[src/rtl/scrambler_pkg.sv]
// Shared types and word-parallel helpers for the 64b/66b scrambler pair.
// G(x) = 1 + x^39 + x^58, bit 0 of each word is on the wire first.
package scrambler_pkg;

  localparam int SCR_W       = 64;
  localparam int SCR_STATE_W = 58;
  localparam int SCR_TAP_A   = 39;
  localparam int SCR_TAP_B   = 58;
  localparam int SCR_HIST_W  = SCR_W + SCR_STATE_W;

  typedef logic [SCR_STATE_W-1:0] scr_state_t;
  typedef logic [SCR_W-1:0]       scr_word_t;

  // Line history oldest-first: state bits, then this word's line bits.
  // Tap n for bit i then sits at index SCR_STATE_W + i - n.
  function automatic logic [SCR_HIST_W-1:0] scr_hist_init(
    input scr_state_t st
  );
    logic [SCR_HIST_W-1:0] h;
    h = '0;
    for (int j = 0; j < SCR_STATE_W; j++)
      h[j] = st[SCR_STATE_W-1-j];
    return h;
  endfunction

  function automatic scr_word_t scr_word(
    input scr_word_t  din,
    input scr_state_t st
  );
    logic [SCR_HIST_W-1:0] h;
    h = scr_hist_init(st);
    for (int i = 0; i < SCR_W; i++)
      h[SCR_STATE_W+i] = din[i]
        ^ h[SCR_STATE_W+i-SCR_TAP_A]
        ^ h[SCR_STATE_W+i-SCR_TAP_B];
    return h[SCR_HIST_W-1:SCR_STATE_W];
  endfunction

  function automatic scr_word_t dscr_word(
    input scr_word_t  din,
    input scr_state_t st
  );
    logic [SCR_HIST_W-1:0] h;
    scr_word_t             d;
    h = scr_hist_init(st);
    h[SCR_HIST_W-1:SCR_STATE_W] = din;
    for (int i = 0; i < SCR_W; i++)
      d[i] = din[i]
        ^ h[SCR_STATE_W+i-SCR_TAP_A]
        ^ h[SCR_STATE_W+i-SCR_TAP_B];
    return d;
  endfunction

  // Newest line bit lands in state bit 0.
  function automatic scr_state_t scr_next(
    input scr_word_t line
  );
    scr_state_t s;
    for (int k = 0; k < SCR_STATE_W; k++)
      s[k] = line[SCR_W-1-k];
    return s;
  endfunction

endpackage

[src/rtl/descrambler.sv]
// Self-synchronous 64-bit descrambler, G(x) = 1 + x^39 + x^58.
// History tracks received line bits; output is combinational.
module descrambler
  import scrambler_pkg::*;
#(
  parameter logic [57:0] RESET = 58'h3FF_FFFF_FFFF_FFFF
) (
  input  logic        clk,
  input  logic        reset,
  input  logic        descrambler_next,
  input  logic        descrambler_load,
  input  logic [57:0] descrambler_load_data,
  input  logic [63:0] descrambler_in,
  output logic [63:0] descrambler_out
);

  scr_state_t hist;

  assign descrambler_out = dscr_word(descrambler_in, hist);

  // History register: reset > load > next > hold.
  always_ff @(posedge clk) begin
    if (!reset)
      hist <= RESET;
    else if (descrambler_load)
      hist <= descrambler_load_data;
    else if (descrambler_next)
      hist <= scr_next(descrambler_in);
  end

endmodule

[src/rtl/scrambler.sv]
// Self-synchronous 64-bit scrambler, G(x) = 1 + x^39 + x^58.
// Define SCRAMBLER_SELFCHECK_EN to add a descrambler loopback check.
module scrambler
  import scrambler_pkg::*;
#(
  parameter logic [57:0] RESET = 58'h3FF_FFFF_FFFF_FFFF
) (
  input  logic        clk,
  input  logic        reset,
  input  logic        scrambler_next,
  input  logic        scrambler_load,
  input  logic [57:0] scrambler_load_data,
  input  logic [63:0] scrambler_in,
`ifdef SCRAMBLER_SELFCHECK_EN
  output logic [63:0] scrambler_out,
  output logic        scrambler_err
`else
  output logic [63:0] scrambler_out
`endif
);

  scr_state_t state;

  assign scrambler_out = scr_word(scrambler_in, state);

  // Scrambler state: reset > load > next > hold.
  always_ff @(posedge clk) begin
    if (!reset)
      state <= RESET;
    else if (scrambler_load)
      state <= scrambler_load_data;
    else if (scrambler_next)
      state <= scr_next(scrambler_out);
  end

`ifdef SCRAMBLER_SELFCHECK_EN
  logic [63:0] chk_in;
  logic [63:0] chk_out;

  assign chk_in = scrambler_out;

  descrambler #(
    .RESET(RESET)
  ) u_chk (
    .clk                  (clk),
    .reset                (reset),
    .descrambler_next     (scrambler_next),
    .descrambler_load     (scrambler_load),
    .descrambler_load_data(scrambler_load_data),
    .descrambler_in       (chk_in),
    .descrambler_out      (chk_out)
  );

  // Flag a word that does not survive the loopback.
  always_ff @(posedge clk) begin
    if (!reset)
      scrambler_err <= 1'b0;
    else
      scrambler_err <= scrambler_next
        && (chk_out != scrambler_in);
  end
`endif

endmodule

[config.mk]
export PLATFORM = sky130hd
export DESIGN_NAME = scrambler
export DESIGN_NICKNAME = d
export VERILOG_FILES = /design/src/rtl/scrambler_pkg.sv /design/src/rtl/descrambler.sv /design/src/rtl/scrambler.sv
export SDC_FILE = /design/constraint.sdc
export NUM_CORES = 1
export LEC_CHECK = 0
export ABC_AREA = 1
export CAP_MARGIN = 20
export CORE_MARGIN = 4
export CORE_UTILIZATION = 25
export CTS_CLUSTER_DIAMETER = 150
export DETAILED_ROUTE_END_ITERATION = 12
export PLACE_DENSITY = 0.57
export RECOVER_POWER = 25
export SYNTH_ARGS = -nofsm -noshare
export SYNTH_HDL_FRONTEND = slang
export SYNTH_SLANG_ARGS = --single-unit
[constraint.sdc]
create_clock -name clk -period 1.61 [get_ports clk]
set_input_delay 0.161 -clock clk [delete_from_list [all_inputs] [get_ports clk]]
set_output_delay 0.161 -clock clk [all_outputs]
set_load 0.02 [all_outputs]
==> impl_metrics.toml <==
[yosys]
netlist_area_um2 = 4320
syn_avg_cell_area_um2 = 6.98
synth.distinct_cells = 21
ys_warn_count = 0
ys_seq_area_share_pct = 26.9
syn_nets = 744
ys_ff_latch = 58
synthCells = 618

[detailed_routing]
totalWireLength_mm = 16.9
viasPerCell = 4.43
drt-initial-drc-count = 141
route.detailed.drc = 0
vias = 5223
routedWlPerCell_um = 14.4
drt_pre_antenna_iters = 4
antenna_left = 0

[die]
core_area_um2 = 16800
die-height_um = 139
pin_count = 190
start_util_pct = 25.8
die_w_um = 139
die-area_um2 = 19400
fp-row-count = 47

[sta]
skew_ps = 4.79
rsz0062_at_grt = "true"
max_clock_freq_ghz = 0.600
setup_viol = 10
holdWs_ps = 344
slew_viol_final = 0
fin_crit_sh_pct = 103
slew_headroom_pct = 49.9
hold_viol_final = 0
fin_crit_ps = 1670
worstMarginPinSlew_ps = 751
fin_ws_ps = -55.8

[power_and_ir_drop]
peakVddDrop_mv = 0.477
p_per_area_nw_per_um2 = 934
power_leakage_nw = 3.91

[finish]
top_regs = "state x58"
fin_util_pct = 49.2
largest_register = "state"
layoutNonFillerInstCount = 1179
largest_reg_flops = 58
syn_to_final_growth_pct = 90.9
nNetsFinal = 1082
layout-drive-gt1-share_pct = 38.5
stdcell_area_um2 = 8240

[outcome]
outcome = "complete, but fails checks"
violations = "negative setup slack"

[worst_hold_path]
worst_hold_path.num_cells = 4
min_to = "state[25]"
hold_path_class = "in -> reg"
min_from = "scrambler_load"

[global_routing]
grt_usage_pct = 16.9
antenna_found_initial = 0
grt_pass1_wl_mm = 26.6
grt-ovfl-total = 0
grt_pass1_vias = 5289
grt_max_degree = 39

[placed_design]
place_congestion = 0.840
port_buffers = 189
placed_area_um2 = 7360
dp.cells = 1128
dp_hpwl_mm = 12.4

[clock_tree]
htreeDepth = 3
clk_pin_slew_ps = 50
numCtsBuffers = 9
cts.sinks = 58
cts_tree = "yes"
clock_latency_ps = 330
clockBufferDepth = 2
cts_root_buffer = "clkbuf_16"

[worst_setup_path]
ff2ff_setup_slack_ps = 80
r2r.worst_path.cells = 13
worstPathCellList = "or2_1, nand3b_1, nand2_2, inv_1, nand2_2, and2_4, buf_6"
cp_slowest_stage_delay_ps = 330
r2r-end = "state[1]"
crit_fanout = 4
path_delay_family = "simple AND/OR/NAND/NOR gates"
slowest_stage = "dfxtp_2"
crit_arrival_ps = 1500
critPathRequiredTime_ps = 1450
start_kind = "flop"
crit_type = "reg -> out"
worstSetupEndpointType = "primary output"
reg2reg_from = "state[34]"
cp_num_buf_inv = 2
path_common_cell = "nand2_2"

[job]
drv_cap = 0
[placed cells by master, fill, tap and decap left out, types with 9 or more instances in the layout]
cell type	n
a21oi_1	33
a221oi_1	25
and2_4	19
buf_2	24
buf_4	162
buf_6	30
clkbuf_16	9
clkdlybuf4s50_1	118
dfxtp_1	33
dfxtp_2	9
dfxtp_4	16
inv_1	44
nand2_1	193
nand2_2	30
nand3_1	65
nand3_2	11
xnor2_1	36
xnor2_2	24
xnor2_4	12
xor2_1	14
[tightest hold or removal path, cell delays in order]
cell and delay (ps):
buf_2 150, buf_12 190, nand2_1 80, nand3_1 60
[stage by stage]
step	TNS [ps]	total power, mW	setup slack [ps]
final	-187	7.69	-55.8
after detailed placement	-18160	5.48	-426
after global placement	-18150	5.48	-424
after floorplan	0	3.44	303
after global routing	-2270	8.16	-138
after CTS	-329	7.50	-74.4
[synthesized netlist by cell type]
library cell  count  area [um2]
a21oi_1          33         165
a221oi_1         25         219
and2_1           19         119
buf_2             9        45.0
buf_4             4        30.0
buf_6             1        11.3
clkbuf_1         10        37.5
dfxtp_1          58        1160
inv_1            51         191
inv_2             1        3.75
nand2_1         219         822
nand2_2           6        37.5
nand3_1          76         380
nand3b_1          6        45.0
nor2_2            1        6.26
nor2_4            1        11.3
o211ai_1          6        45.0
or2_1             6        37.5
xnor2_1          46         403
xnor2_2          26         423
xor2_1           14         123
[cell families after synthesis]
logic type             synth area share (%)
AND/OR/NAND/NOR                        33.8
AO/OA/AOI/OAI                          9.94
buffers and inverters                  7.39
flip-flops                             26.9
XOR/XNOR                               22.0
[report_power, final]
| part | switching [mW] | internal (mW) |
|---|---|---|
| registers | 0.173 | 1.59 |
| clock network | 0.664 | 1.10 |
| logic | 1.85 | 2.32 |
| total | 2.69 | 5.00 |
[cell type report]
cell class / instances / area [um2]
Sequential cell: 58 / 1230
Inverter: 52 / 198
Fill cell: 1682 / 8520
Clock buffer: 13 / 260
Timing Repair Buffer: 351 / 3050
Antenna cell: 1 / 2.50
Tap cell: 220 / 275
Multi-Input combinational cell: 484 / 3220
[how the worst max path moves through the flow]
stage,slack (ps),end,depth (start not counted),startpoint
6_report,-60,scrambler_out[40],7,state[37]
5_1_grt,-140,scrambler_out[40],6,state[17]
4_1_cts,-70,scrambler_out[39],7,state[38]
3_5_place_dp,-430,scrambler_out[39],9,scrambler_in[0]
3_3_place_gp,-420,scrambler_out[44],9,scrambler_in[5]
2_1_floorplan,300,state[0],9,state[33]
[routing by layer]
layer  wire length, um  up-vias  share of wire [%]  global-route usage (%)
met5                 0        -                  0                       0
met4               282        0                1.7                    4.07
met3              1170       27                6.9                    5.59
met2              7950      139                 47                    27.9
met1              7550     2376                 45                    21.3
li1                  -     2681                  -                       -
[what timing repair did]
item                                    4_1_cts  5_1_grt
hold buffers                                  0        0
setup buffers                                27       12
resized for setup                           351      106
pin swaps                                    51       45
endpoints found under the setup margin       64       57
No activity file was read; power rests on OpenSTA's default activity.
